File: config.mk
export PLATFORM = sky130hd
export DESIGN_NAME = pipeline_ctrl
export DESIGN_NICKNAME = d
export VERILOG_FILES = /design/src/rtl/cpu_types_pkg.sv /design/src/rtl/load_use_detect.sv /design/src/rtl/pipeline_ctrl.sv
export SDC_FILE = /design/constraint.sdc
export NUM_CORES = 1
export LEC_CHECK = 0
export BUFFER_PORTS_ARGS = -buffer_cell sky130_fd_sc_hd__buf_2
export CAP_MARGIN = 30
export CORE_AREA = 2 2 68 70
export DETAILED_ROUTE_END_ITERATION = 7
export DIE_AREA = 0 0 70 72
export PLACE_DENSITY = 0.72
export SETUP_SLACK_MARGIN = 0.02
export SYNTH_ARGS = -nofsm -noshare
export SYNTH_HDL_FRONTEND = slang
export SYNTH_HIERARCHICAL = 1
export SYNTH_SLANG_ARGS = --single-unit
export TNS_END_PERCENT = 30
File: constraint.sdc
create_clock -name CLK -period 2.1 [get_ports CLK]
set_input_delay 0.315 -clock CLK [delete_from_list [all_inputs] [get_ports CLK]]
set_output_delay 0.315 -clock CLK [all_outputs]
set_load 0.005 [all_outputs]
File: src/rtl/cpu_types_pkg.sv
// Shared CPU types: register field width and pipeline-controller FSM states.
package cpu_types_pkg;

    typedef logic [4:0] regbits_t;

    typedef enum logic [1:0] {
        RUN    = 2'd0,
        DWAIT  = 2'd1,
        DRAIN  = 2'd2,
        HALTED = 2'd3
    } pctrl_state_t;

endpackage

File: src/rtl/load_use_detect.sv
// Load-use hazard compare between the EX-stage load and the ID-stage sources.
// Purely combinational, one hazard bit out.
module load_use_detect
    import cpu_types_pkg::*;
(
    input  logic     idex_dREN,
    input  regbits_t idex_rt,
    input  regbits_t ifid_rs,
    input  regbits_t ifid_rt,
    input  logic     ifid_uses_rt,
    output logic     hazard
);

    // A load into r0 never creates a dependency.
    assign hazard = idex_dREN && (idex_rt != '0) &&
                    ((ifid_rs == idex_rt) || (ifid_uses_rt && (ifid_rt == idex_rt)));

endmodule

File: src/rtl/pipeline_ctrl.sv
// Stall/flush sequencer for the five-stage pipeline latches and PC enable.
// Decode is combinational from state and inputs; halted and stall_cycles are registered.
module pipeline_ctrl
    import cpu_types_pkg::*;
#(
    parameter int CNT_W = 32
) (
    input  logic             CLK,
    input  logic             nRST,
    input  logic             ihit,
    input  logic             dhit,
    input  logic             exmem_dREN,
    input  logic             exmem_dWEN,
    input  logic             redirect,
    input  logic             halt,
    input  logic             idex_dREN,
    input  regbits_t         idex_rt,
    input  regbits_t         ifid_rs,
    input  regbits_t         ifid_rt,
    input  logic             ifid_uses_rt,
    output logic             pc_en,
    output logic             ifid_wen,
    output logic             idex_wen,
    output logic             exmem_wen,
    output logic             memwb_wen,
    output logic             ifid_flush,
    output logic             idex_flush,
    output logic             exmem_flush,
    output logic             memwb_flush,
    output logic             halted,
    output logic [CNT_W-1:0] stall_cycles
);

    pctrl_state_t state, next_state;
    logic         memop;
    logic         mem_stall;
    logic         lu_hazard;
    logic         count_en;

    load_use_detect u_lud (
        .idex_dREN    (idex_dREN),
        .idex_rt      (idex_rt),
        .ifid_rs      (ifid_rs),
        .ifid_rt      (ifid_rt),
        .ifid_uses_rt (ifid_uses_rt),
        .hazard       (lu_hazard)
    );

    assign memop = exmem_dREN | exmem_dWEN;

    // Once in DWAIT the access is outstanding regardless of what MEM now shows.
    assign mem_stall = (state == DWAIT) ? !dhit
                                        : ((state == RUN) && memop && !dhit);

    always_comb begin
        next_state  = state;
        pc_en       = 1'b1;
        ifid_wen    = 1'b1;
        idex_wen    = 1'b1;
        exmem_wen   = 1'b1;
        memwb_wen   = 1'b1;
        ifid_flush  = 1'b0;
        idex_flush  = 1'b0;
        exmem_flush = 1'b0;
        memwb_flush = 1'b0;

        case (state)
            DRAIN, HALTED: begin
                pc_en      = 1'b0;
                ifid_wen   = 1'b0;
                idex_wen   = 1'b0;
                exmem_wen  = 1'b0;
                memwb_wen  = 1'b0;
                next_state = HALTED;
            end
            default: begin
                if (mem_stall) begin
                    pc_en      = 1'b0;
                    ifid_wen   = 1'b0;
                    idex_wen   = 1'b0;
                    exmem_wen  = 1'b0;
                    memwb_wen  = 1'b0;
                    next_state = DWAIT;
                end else begin
                    next_state = RUN;
                    if (halt) begin
                        // HALT itself still retires into MEM/WB.
                        ifid_flush  = 1'b1;
                        idex_flush  = 1'b1;
                        exmem_flush = 1'b1;
                        pc_en       = 1'b0;
                        next_state  = DRAIN;
                    end else if (redirect) begin
                        ifid_flush  = 1'b1;
                        idex_flush  = 1'b1;
                        exmem_flush = 1'b1;
                    end else if (lu_hazard) begin
                        pc_en      = 1'b0;
                        ifid_wen   = 1'b0;
                        idex_flush = 1'b1;
                    end else if (!ihit) begin
                        pc_en      = 1'b0;
                        ifid_flush = 1'b1;
                    end
                end
            end
        endcase
    end

    assign count_en = ((state == RUN) || (state == DWAIT)) && !pc_en;

    always_ff @(posedge CLK or negedge nRST) begin
        if (!nRST) begin
            state        <= RUN;
            halted       <= 1'b0;
            stall_cycles <= '0;
        end else begin
            state <= next_state;
            if (state == DRAIN)
                halted <= 1'b1;
            if (count_en && (stall_cycles != '1))
                stall_cycles <= stall_cycles + CNT_W'(1);
        end
    end

endmodule

==> impl_metrics.yaml <==
drt:
  drt_iter0_drc: 73
  wl_per_cell_microns: 13.3
  viasPerCell: 5.21
  vias: 1667
  firstDrtPassIters: 4
  ant_nets: 0
  routed_wl_microns: 4270
  drc: 0
placement:
  place_inst: 310
  hpwl_microns: 3190
  port_buffers: 65
  place.gp.congestion: 0.809
  pre_cts_ws_ns: -0.324
  post_dp_cell_area_sq_um: 2380
power:
  p_leak_nw: 1.26
  p_per_area_nw_per_um2: 658
  ir_worst_vdd_uv: 252
logic_synthesis:
  synth-main-ff-cell: "dfrtp_1"
  synth_top_area_cell: "dfrtp_1"
  yosys_warnings: 6
  syn_nets: 204
  ys_ff_latch: 35
  synth_edf_count: 0
  synth_cells: 178
  syn_area_sq_um: 1880
  synth.distinct_cells: 37
  ys_seq_area_share_pct: 46.7
  synthMostInstantiatedCell: "dfrtp_1"
  synth_area_leaders: "dfrtp_1 47%, xnor2_1 14%, xor2_1 5.6%, nand4_1 5.3%, nand3_1 3.7%"
  syn_area_per_cell_sq_um: 10.5
  synth_top_area_share_pct: 46.7
  synth_common_cells: "35 x dfrtp_1, 29 x xnor2_1, 16 x nand4_1"
  async_reset_ff_share_pct: 100
setup_path:
  path_depth: 9
  slowest_delay_ns: 0.55
  path_class: "in2out"
  arrival_ns: 1.78
  cp.required_ns: 1.78
  timing.rr.start: "stall_cycles[10]$_DFFE_PN0P_"
  crit_path_frequent_cell: "buf_2"
  end_kind: "primary output"
  r2r_cells: 6
  crit_family: "simple AND/OR/NAND/NOR gates"
  path_max_fanout: 3
  critical_path_buf_inv_count: 4
  crit_path_start_kind: "input port"
  path_cells: "buf_2 -> or4_1 -> o21ai_2 -> a21oi_2 -> buf_4 -> inv_1 -> a21oi_1 -> nor4_1 -> buf_2"
  critPathSlowestCell: "or4_1"
  reg2reg_to: "stall_cycles[16]$_DFFE_PN0P_"
  r2r_slack_ns: 0.11
clocking:
  htree_levels: 2
  cts_sinks: 35
  cts_buffers: 5
  cts_tree: "yes"
  hold_buffers: 0
  cts_root_buf: "clkbuf_8"
  clk_latency_ns: 0.29
  clockBufferDepth: 2
  path_clk_slew_ns: 0.08
timing:
  period_needed_ns: 2.09
  fin_skew_ns: 0.00862
  rsz0062_at_grt: "true"
  tightest_slew_ns: 0.766
  fmax_ghz: 0.477
  drv_slew: 0
  setup_viol: 0
  fin_crit_sh_pct: 99.7
  layout_setup_ws_ns: 0.00533
  slew_headroom_pct: 48.9
  hold_viol: 0
final_layout:
  fin_cells: 320
  fin_nets: 293
  fin_area_sq_um: 2580
  num_antenna_cells: 0
  syn_to_final_growth_pct: 37.5
  drive_gt1_share_pct: 44.0
  final_util_pct: 60.5
grt:
  gr-usage-all-layers_pct: 17.5
  antenna_found_initial: 0
  grt_first_pass_wirelength_microns: 7180
  grt_max_degree: 36
  grt_overflow: 0
  grt_pass1_vias: 1657
floorplan:
  die_area_sq_um: 5040
  coreArea_sq_um: 4260
  die_h_microns: 72
  initial_core_util_pct: 44.0
  io_pins: 67
  row_count: 24
  die_w_microns: 70
run:
  cap_violations: 0
outcome:
  outcome: "complete, no violations"
hold_path:
  hp-class: "in2async"
==> power by group <==
| part | total, W | internal [W] | switching [W] |
|---|---|---|---|
| Combinational | 0.000412 | 0.000214 | 0.000198 |
| Sequential | 0.000818 | 0.000741 | 0.0000769 |
| Clock | 0.000466 | 0.000227 | 0.000240 |
| Total | 0.00170 | 0.00118 | 0.000515 |
==> final cells by class <==
cell class	instances	area, sq um
clock inverters	3	15.0
fillers	377	1690
repair buffers	87	513
flip-flops and latches	35	878
multi-input cells	134	1020
clock buffers	5	68.8
well taps	52	65.1
inverters	4	15.0
==> cells by family (layout without fill, tap and decap cells) <==
| logic type | after synthesis | count (layout) | synth area share (%) |
|---|---|---|---|
| other | 1 | 1 | 0.200 |
| buffers and inverters | 9 | 99 | 2.80 |
| and+or+nand+nor | 79 | 79 | 25.8 |
| AOI/OAI and AO/OA | 12 | 12 | 4.67 |
| DFF | 35 | 35 | 46.7 |
| xor gates and xnor gates | 41 | 41 | 19.1 |
| adders and majority gates | 1 | 1 | 0.667 |
==> cell usage in the layout, fill, tap and decap left out, drive strengths merged <==
| cell | synthesis | routed |
|---|---|---|
| clkbuf | 0 | 5 |
| dfrtp | 35 | 35 |
| clkinv | 0 | 3 |
| nor3b | 1 | 1 |
| nand2 | 11 | 11 |
| nor3 | 5 | 5 |
| a21oi | 5 | 5 |
| o21bai | 1 | 1 |
| xor2 | 12 | 12 |
| or2 | 1 | 1 |
| o21ai | 2 | 2 |
| xnor2 | 29 | 29 |
| a2111oi | 1 | 1 |
| a21boi | 1 | 1 |
| nand4 | 17 | 17 |
| or4 | 2 | 2 |
| nor4 | 4 | 4 |
| or3 | 1 | 1 |
| ha | 1 | 1 |
| and2 | 1 | 1 |
| nor2b | 1 | 1 |
| o32a | 1 | 1 |
| inv | 4 | 4 |
| nor4b | 1 | 1 |
| and4 | 3 | 3 |
| a21o | 1 | 1 |
| buf | 5 | 87 |
| nor2 | 9 | 9 |
| nand3 | 14 | 14 |
| and3 | 7 | 7 |
| and4b | 1 | 1 |
| conb | 1 | 1 |
==> per-layer routing <==
metal	vias to the layer above	track usage (%)	wire, microns
li1	810	-	-
met1	806	22.2	1870
met2	43	30.1	2180
met3	8	3.75	162
met4	0	5.56	54
met5	-	0	0
==> metrics by stage <==
step | hold WS, ns | power [W] | TNS (ns)
5_1_grt | 0.150 | 0.00181 | -1.60
6_report | 0.0945 | 0.00170 | 0
2_1_floorplan | 0.0194 | 0.00101 | -0.655
4_1_cts | 0.123 | 0.00171 | -0.0281
3_3_place_gp | 0.431 | 0.00123 | -5.57
3_5_place_dp | 0.436 | 0.00124 | -6.96
==> repair_timing <==
item,in CTS,in global routing
setup buffers,0,1
endpoints found under the setup margin,9,32
cloned,1,0
resized for setup,5,17
pin swaps,0,5
==> registers in the layout (all words and copies together), names as in the netlist <==
name / count
state: 2
stall_cycles: 32
halted: 1
==> how the worst max path moves through the flow <==
| stage | from | end |
|---|---|---|
| after floorplan | idex_rt[1] | stall_cycles[16]$_DFFE_PN0P_ |
| after global placement | idex_rt[1] | stall_cycles[16]$_DFFE_PN0P_ |
| after detailed placement | idex_rt[1] | stall_cycles[21]$_DFFE_PN0P_ |
| after CTS | idex_rt[1] | stall_cycles[16]$_DFFE_PN0P_ |
| after global routing | ifid_rt[1] | stall_cycles[16]$_DFFE_PN0P_ |
| final | idex_rt[4] | pc_en |
Note: power is estimated with default switching activity, not from simulation.
